`src/rtl/branch_pkg.sv`:
```
// Shared IDs, state encoding and ID-class predicates for the branch sequencer.
package branch_pkg;

  localparam logic [31:0] ID_BEQ  = 32'd15;
  localparam logic [31:0] ID_BNE  = 32'd16;
  localparam logic [31:0] ID_BGT  = 32'd17;
  localparam logic [31:0] ID_BGTE = 32'd18;
  localparam logic [31:0] ID_BLE  = 32'd19;
  localparam logic [31:0] ID_BLEQ = 32'd20;
  localparam logic [31:0] ID_J    = 32'd21;
  localparam logic [31:0] ID_JR   = 32'd22;
  localparam logic [31:0] ID_JAL  = 32'd23;

  localparam int FLUSH_CNT_W = 4;

  typedef enum logic [1:0] {
    ST_RUN   = 2'd0,
    ST_FLUSH = 2'd1,
    ST_HALT  = 2'd2
  } seq_state_e;

  function automatic logic is_cond(input logic [31:0] id);
    return (id >= ID_BEQ) && (id <= ID_BLEQ);
  endfunction

  function automatic logic is_jump(input logic [31:0] id);
    return (id >= ID_J) && (id <= ID_JAL);
  endfunction

endpackage

```
`src/rtl/branch_target_calc.sv`:
```
// Combinational next-PC target, redirect decision and jal link value for one
// branch resolution.
module branch_target_calc
  import branch_pkg::*;
#(
  parameter int PC_W = 32
) (
  input  logic [31:0]     br_id,
  input  logic [PC_W-1:0] br_out,
  input  logic [PC_W-1:0] br_pc,
  output logic [PC_W-1:0] target,
  output logic            redirect,
  output logic            jal,
  output logic            unknown,
  output logic [PC_W-1:0] link_data
);

  logic [PC_W-1:0] seq_pc;
  logic            cond;
  logic            jump;

  always_comb begin
    seq_pc    = br_pc + PC_W'(1);
    cond      = is_cond(br_id);
    jump      = is_jump(br_id);
    // Offsets are two's complement, so a plain modulo add handles both directions.
    target    = jump ? br_out : (seq_pc + br_out);
    redirect  = (cond && (br_out != '0)) || jump;
    jal       = (br_id == ID_JAL);
    unknown   = !cond && !jump;
    link_data = seq_pc;
  end

endmodule

```
`src/rtl/branch_sequencer.sv`:
```
// Program-counter owner: applies branch_top resolutions, drives a fixed-length
// flush after each redirect and emits the jal link write.
//
// state    | meaning
// ---------+-----------------------------------------------------------
// ST_RUN   | fetching; accepts a resolution when !halt
// ST_FLUSH | redirect taken; pc held, flush high, counter running down
// ST_HALT  | frozen until reset
module branch_sequencer
  import branch_pkg::*;
#(
  parameter int              PC_W         = 32,
  parameter logic [PC_W-1:0] RESET_PC     = '0,
  parameter int              FLUSH_CYCLES = 2,
  parameter int              LINK_REG     = 31
) (
  input  logic            clk,
  input  logic            reset,
  input  logic            stall,
  input  logic            halt,
  input  logic            br_valid,
  output logic            br_ready,
  input  logic [31:0]     br_id,
  input  logic [PC_W-1:0] br_out,
  input  logic [PC_W-1:0] br_pc,
  output logic [PC_W-1:0] pc,
  output logic            flush,
  output logic            link_we,
  output logic [4:0]      link_addr,
  output logic [PC_W-1:0] link_data,
  output logic            bad_id,
  output logic [15:0]     taken_cnt
);

  seq_state_e             state_q, state_d;
  logic [PC_W-1:0]        pc_q, pc_d;
  logic [FLUSH_CNT_W-1:0] flush_cnt_q, flush_cnt_d;
  logic                   link_we_q, link_we_d;
  logic [PC_W-1:0]        link_data_q, link_data_d;
  logic                   bad_id_q, bad_id_d;
  logic [15:0]            taken_cnt_q, taken_cnt_d;

  logic [PC_W-1:0] calc_target;
  logic            calc_redirect;
  logic            calc_jal;
  logic            calc_unknown;
  logic [PC_W-1:0] calc_link_data;
  logic            handshake;

  branch_target_calc #(
    .PC_W (PC_W)
  ) u_target_calc (
    .br_id     (br_id),
    .br_out    (br_out),
    .br_pc     (br_pc),
    .target    (calc_target),
    .redirect  (calc_redirect),
    .jal       (calc_jal),
    .unknown   (calc_unknown),
    .link_data (calc_link_data)
  );

  always_comb begin
    state_d     = state_q;
    pc_d        = pc_q;
    flush_cnt_d = flush_cnt_q;
    link_we_d   = 1'b0;
    link_data_d = link_data_q;
    bad_id_d    = 1'b0;
    taken_cnt_d = taken_cnt_q;

    br_ready  = (state_q == ST_RUN) && !halt;
    handshake = br_valid && br_ready;

    unique case (state_q)
      ST_RUN: begin
        if (halt) begin
          state_d = ST_HALT;
        end else if (handshake) begin
          link_we_d   = calc_jal;
          link_data_d = calc_link_data;
          bad_id_d    = calc_unknown;
          // A redirect beats stall; a non-redirecting handshake is a plain step.
          if (calc_redirect) begin
            pc_d        = calc_target;
            state_d     = ST_FLUSH;
            flush_cnt_d = FLUSH_CNT_W'(FLUSH_CYCLES - 1);
            if (taken_cnt_q != 16'hFFFF) begin
              taken_cnt_d = taken_cnt_q + 16'd1;
            end
          end else if (!stall) begin
            pc_d = pc_q + PC_W'(1);
          end
        end else if (!stall) begin
          pc_d = pc_q + PC_W'(1);
        end
      end
      ST_FLUSH: begin
        if (halt) begin
          state_d     = ST_HALT;
          flush_cnt_d = '0;
        end else if (flush_cnt_q == '0) begin
          state_d = ST_RUN;
        end else begin
          flush_cnt_d = flush_cnt_q - FLUSH_CNT_W'(1);
        end
      end
      ST_HALT: begin
        state_d = ST_HALT;
      end
      default: begin
        state_d = ST_RUN;
      end
    endcase
  end

  always_ff @(posedge clk) begin
    if (reset) begin
      state_q     <= ST_RUN;
      pc_q        <= RESET_PC;
      flush_cnt_q <= '0;
      link_we_q   <= 1'b0;
      link_data_q <= '0;
      bad_id_q    <= 1'b0;
      taken_cnt_q <= '0;
    end else begin
      state_q     <= state_d;
      pc_q        <= pc_d;
      flush_cnt_q <= flush_cnt_d;
      link_we_q   <= link_we_d;
      link_data_q <= link_data_d;
      bad_id_q    <= bad_id_d;
      taken_cnt_q <= taken_cnt_d;
    end
  end

  assign pc        = pc_q;
  assign flush     = (state_q == ST_FLUSH);
  assign link_we   = link_we_q;
  assign link_addr = 5'(LINK_REG);
  assign link_data = link_data_q;
  assign bad_id    = bad_id_q;
  assign taken_cnt = taken_cnt_q;

endmodule
```
`config.mk`:
```
export PLATFORM = sky130hd
export DESIGN_NAME = branch_sequencer
export DESIGN_NICKNAME = d
export VERILOG_FILES = /design/src/rtl/branch_pkg.sv /design/src/rtl/branch_target_calc.sv /design/src/rtl/branch_sequencer.sv
export SDC_FILE = /design/constraint.sdc
export NUM_CORES = 1
export LEC_CHECK = 0
export CORE_AREA = 3 3 135 137
export DETAILED_ROUTE_END_ITERATION = 10
export DIE_AREA = 0 0 138 140
export PLACE_DENSITY = 0.7
export SYNTH_ARGS = -nofsm -noshare
export SYNTH_HDL_FRONTEND = slang
export SYNTH_HIERARCHICAL = 1
export SYNTH_SLANG_ARGS = --single-unit
```
`constraint.sdc`:
```
create_clock -name clk -period 8.5 [get_ports clk]
set_input_delay 1.7 -clock clk [delete_from_list [all_inputs] [get_ports clk]]
set_output_delay 1.7 -clock clk [all_outputs]
set_load 0.05 [all_outputs]
```
-- After elaboration in Yosys (flattened, before gate mapping)
Index checks and enable logic that the tools add are counted.
- register bits after elaboration: 88
- input port bits: 101
- output and inout bits: 89
- add/sub/neg operators: 5
- order comparisons: 4
- equal/unequal tests: 11
- muxes and demuxes: 16
- bitwise logic cells: 3
- reduce and logical (&&, ||, !) cells: 20
- operators by type and width (kind ; number):
    2-to-1 mux 32 bit ; 4
    adder 32 x 1 -> 32 bit (second input constant) ; 2
    less-or-equal comparator 32 x 5 -> 1 bit (second input constant) ; 2
    adder 32 bit ; 1
    equality test 32 x 5 -> 1 bit (second input constant) ; 1
    greater-or-equal comparator 32 x 4 -> 1 bit (second input constant) ; 1
    greater-or-equal comparator 32 x 5 -> 1 bit (second input constant) ; 1
    nonzero test 32 bit ; 1
    2-to-1 mux 4 bit ; 5
    adder 16 x 1 -> 16 bit (second input constant) ; 1
    inequality test 16 bit (second input constant) ; 1
    2-to-1 mux 2 bit ; 5
    AND reduction 5 bit ; 2
    inequality test 3 bit (second input constant) ; 3
    case mux 4 bit (2 select lines) ; 1
    logical AND 1 bit ; 6
    inequality test 2 bit (second input constant) ; 3
    case mux 2 bit (3 select lines) ; 1
    AND reduction 3 bit ; 2
    logical NOT 4 bit ; 1
    OR reduction 4 bit ; 1
    subtractor 4 x 1 -> 4 bit (second input constant) ; 1
    logical NOT 1 bit ; 3
    inequality test 3 x 2 -> 1 bit (second input constant) ; 1
    other kinds (7) ; 9

-- Logic depth before layout (Yosys ltp)
- depth in word-level cells: 8
- mapped depth: 18
- gate-level depth less buffers: 18

-- Modules after synthesis
Netlist, hierarchy kept.
- by module, submodules not included (module ; instances ; cells an instance ; area an instance (sq um)):
    branch_sequencer ; 1 ; 557 ; 4276.6
    branch_target_calc ; 1 ; 446 ; 2916.5

-- Worst setup path after synthesis
No wires, ideal clock.
- path kind: input to output
- start point: in halt
- end point: out br_ready
- arrival time: 3.159 ns
- required time: 6.800 ns
- path slack: 3.641 ns
- stages: 5
- cell sequence: or3_1 > buf_6 > inv_2 > clkbuf_1 > clkbuf_1
- cells in the longest elaborated chain, start to end: 2
- RTL lines (what ; RTL line ; source):
    start, declared ; branch_sequencer.sv:20 ; input logic halt,
    logical NOT 1 bit ; branch_sequencer.sv:72 ; br_ready = (state_q == ST_RUN) && !halt;
    logical AND 1 bit ; branch_sequencer.sv:72 ;
    end, declared ; branch_sequencer.sv:22 ; output logic br_ready,
Every way passes these cells.

-- Worst setup path after layout
Ends and elaborated chain as after synthesis.

==> results.yml <==
timing:
  finalCriticalPeriod_ns: 5.78
  max_slew.worst_pin.slew_ns: 1.02
  skew_ns: 0.0126
  hold_viol_final: 0
  worst_slack_ns: 2.72
  clock.fmax_mhz: 173
  setup_violations: 0
  rsz0062_at_grt: "no"
  finalSetupTns_ns: 0
  relSlewSlack: 0.321
  period_share: 0.680
  slew_violations: 0
yosys:
  synth_top_area_share: 0.245
  synth-edff-count: 0
  synth_seq_area_share: 0.245
  synth.distinct_cells: 72
  yosysWarnings: 6
  ys_async_sr_fraction: 0
  avgSynthCellArea_sq_um: 7.17
  synth_area_sq_mm: 0.00719
  synth_area_leader_cell: "dfxtp_1"
  ys_ff_latch: 88
  netlist_instances: 1003
  synthFlopType: "dfxtp_1"
  ys_top_cells_by_area: "dfxtp_1, nand2_1, ha_1"
critical_path:
  critPathKind: "input pin to output port"
  cp_max_fo: 37
  arrival_ns: 4.08
  critPathLaunchType: "input pin"
  critPathCaptureType: "output port"
  cp.required_ns: 6.80
cts:
  cts-root-buf: "clkbuf_16"
  cts_buffers: 9
  post_cts_buffers: 0
  cts_resized: 0
  clk_pin_slew_ns: 0.07
  cts_max_level: 3
  clock_latency_ns: 0.36
  clk_path_buf_depth: 2
  cts_num_sinks: 88
  cts_tree: "yes"
  hold_buffers: 0
routing:
  first_iter_violations: 779
  drc: 0
  wl_mm: 23.4
  drtPass1Iterations: 5
  viasPerCell: 5.73
  via_count: 7940
  wl_per_cell_um: 16.9
  ant_nets: 0
cells_and_area:
  seqCellArea_sq_mm: 0.00176
  n_antenna_cell: 0
  final_cells: 1386
  syn2layout_area_growth_pct: 31.3
  final_layout_size_suffix_gt1_frac: 0.0345
  finish.utilization: 0.550
  fillers: 1690
  nets: 1299
  multi_input_area_sq_mm: 0.00516
floorplanning:
  die_area_sq_mm: 0.0193
  die_width_um: 138
  die_h_um: 140
  start_util: 0.419
  core_sq_mm: 0.0172
  rows: 48
  ios: 190
place:
  routabilityCongestion: 0.900
  dpl.cell_count: 1370
  portBuffers: 184
  pre_cts_slack_ns: 2.36
  place_hpwl_mm: 17.8
status:
  status: "completed"
global_routing:
  grt-busiest-layer: "met2"
  grtUsageMet1: 0.329
  grt_usage: 0.234
  overflow: 0
  use_met2: 0.356
  grt_use_met3: 0.0536
  grt_pass1_vias: 7265
  antenna_found_initial: 0
  grt_max_degree: 92
  grt_pass1_wl_mm: 37.8
min_path:
  hold_class: "flop to flop"
power:
  ir_drop_mv: 0.101
  leakage_nw: 3.41
  p_per_area_mw_per_mm2: 124
flow_run:
  drv_cap: 0
## cell families (layout without fill, tap and decap cells)
family,count (synthesis),in the layout,share of synthesized area
simple gates,450,450,0.308
compound gates,273,273,0.231
xor+xnor,70,70,0.0852
other cells,1,5,0.000521
flops,88,88,0.245
mux,12,12,0.0172
fa+ha+maj,42,42,0.0741
buf+inv,67,221,0.0393
## Yosys cell counts (all sizes together), types with 23 or more instances
cell type,count
xor2,35
clkbuf,41
nand4,33
dfxtp,88
a21oi,102
nor3,25
xnor2,35
o21ai,61
nor4,23
nand3,36
ha,41
nor2,90
nand2,164
## flip-flops by register name, summed over array words and instances, names as in the netlist
register / flops
taken_cnt: 16
state_q: 2
link_we: 1
flush_cnt_q: 4
link_data: 32
pc: 32
bad_id: 1
## final timing paths
| check | start | to | slack, ns | depth (start not counted) |
|---|---|---|---|---|
| setup / recovery | halt | br_ready | 2.72 | 4 |
| hold / removal | link_data[6] | link_data[6] | 0.46 | 2 |
| setup reg to reg | state_q[1] | pc[25] | 6.08 | 5 |
| hold reg to reg | link_data[6] | link_data[6] | 0.46 | 2 |
## worst max-delay path, cell delays in order
cell and delay (ns):
clkdlybuf4s50_1 0.54, or3_1 0.40, inv_2 0.48, clkdlybuf4s50_1 0.94
## metal layers
metal / routed length [um] / vias to the layer above
li1: - / 3960
met1: 11000 / 3661
met2: 10300 / 293
met3: 1770 / 26
met4: 441 / 0
met5: 0 / -
## power by group
| part | switching, mW | internal (mW) |
|---|---|---|
| Sequential | 0.00475 | 0.419 |
| Clock | 0.202 | 0.208 |
| Combinational | 0.200 | 0.141 |
## layout make-up
class	count	share of cell area
Multi-Input combinational cell	852	0.547
Inverter	15	0.00596
Clock inverter	7	0.00768
Timing Repair Buffer	190	0.199
Clock buffer	9	0.0238
Sequential cell	88	0.187
Tap cell	225	0.0298
## cells in the final DEF, fill, tap and decap left out, types with 9 or more instances in the layout
| master | n |
|---|---|
| a211oi_1 | 10 |
| a21o_1 | 20 |
| a21oi_1 | 102 |
| a31oi_1 | 12 |
| and3_1 | 21 |
| clkbuf_16 | 9 |
| clkdlybuf4s50_1 | 183 |
| dfxtp_1 | 88 |
| ha_1 | 41 |
| inv_1 | 14 |
| mux2i_1 | 9 |
| nand2_1 | 163 |
| nand3_1 | 36 |
| nand4_1 | 33 |
| nor2_1 | 89 |
| nor3_1 | 24 |
| nor4_1 | 21 |
| o21ai_0 | 61 |
| o31ai_1 | 9 |
| xnor2_1 | 35 |
| xor2_1 | 35 |
## stage by stage
stage | cell area [sq um] | total power [mW] | hold slack (ns)
after global placement | 9150 | 0.766 | 0.444
after CTS | 9440 | 1.18 | 0.458
after global routing | 9440 | 1.23 | 0.472
after detailed placement | 9150 | 0.768 | 0.448
after floorplan | 7210 | 0.644 | 0.491
final | 9440 | 1.18 | 0.456
Note: power is estimated with default switching activity, not from simulation.
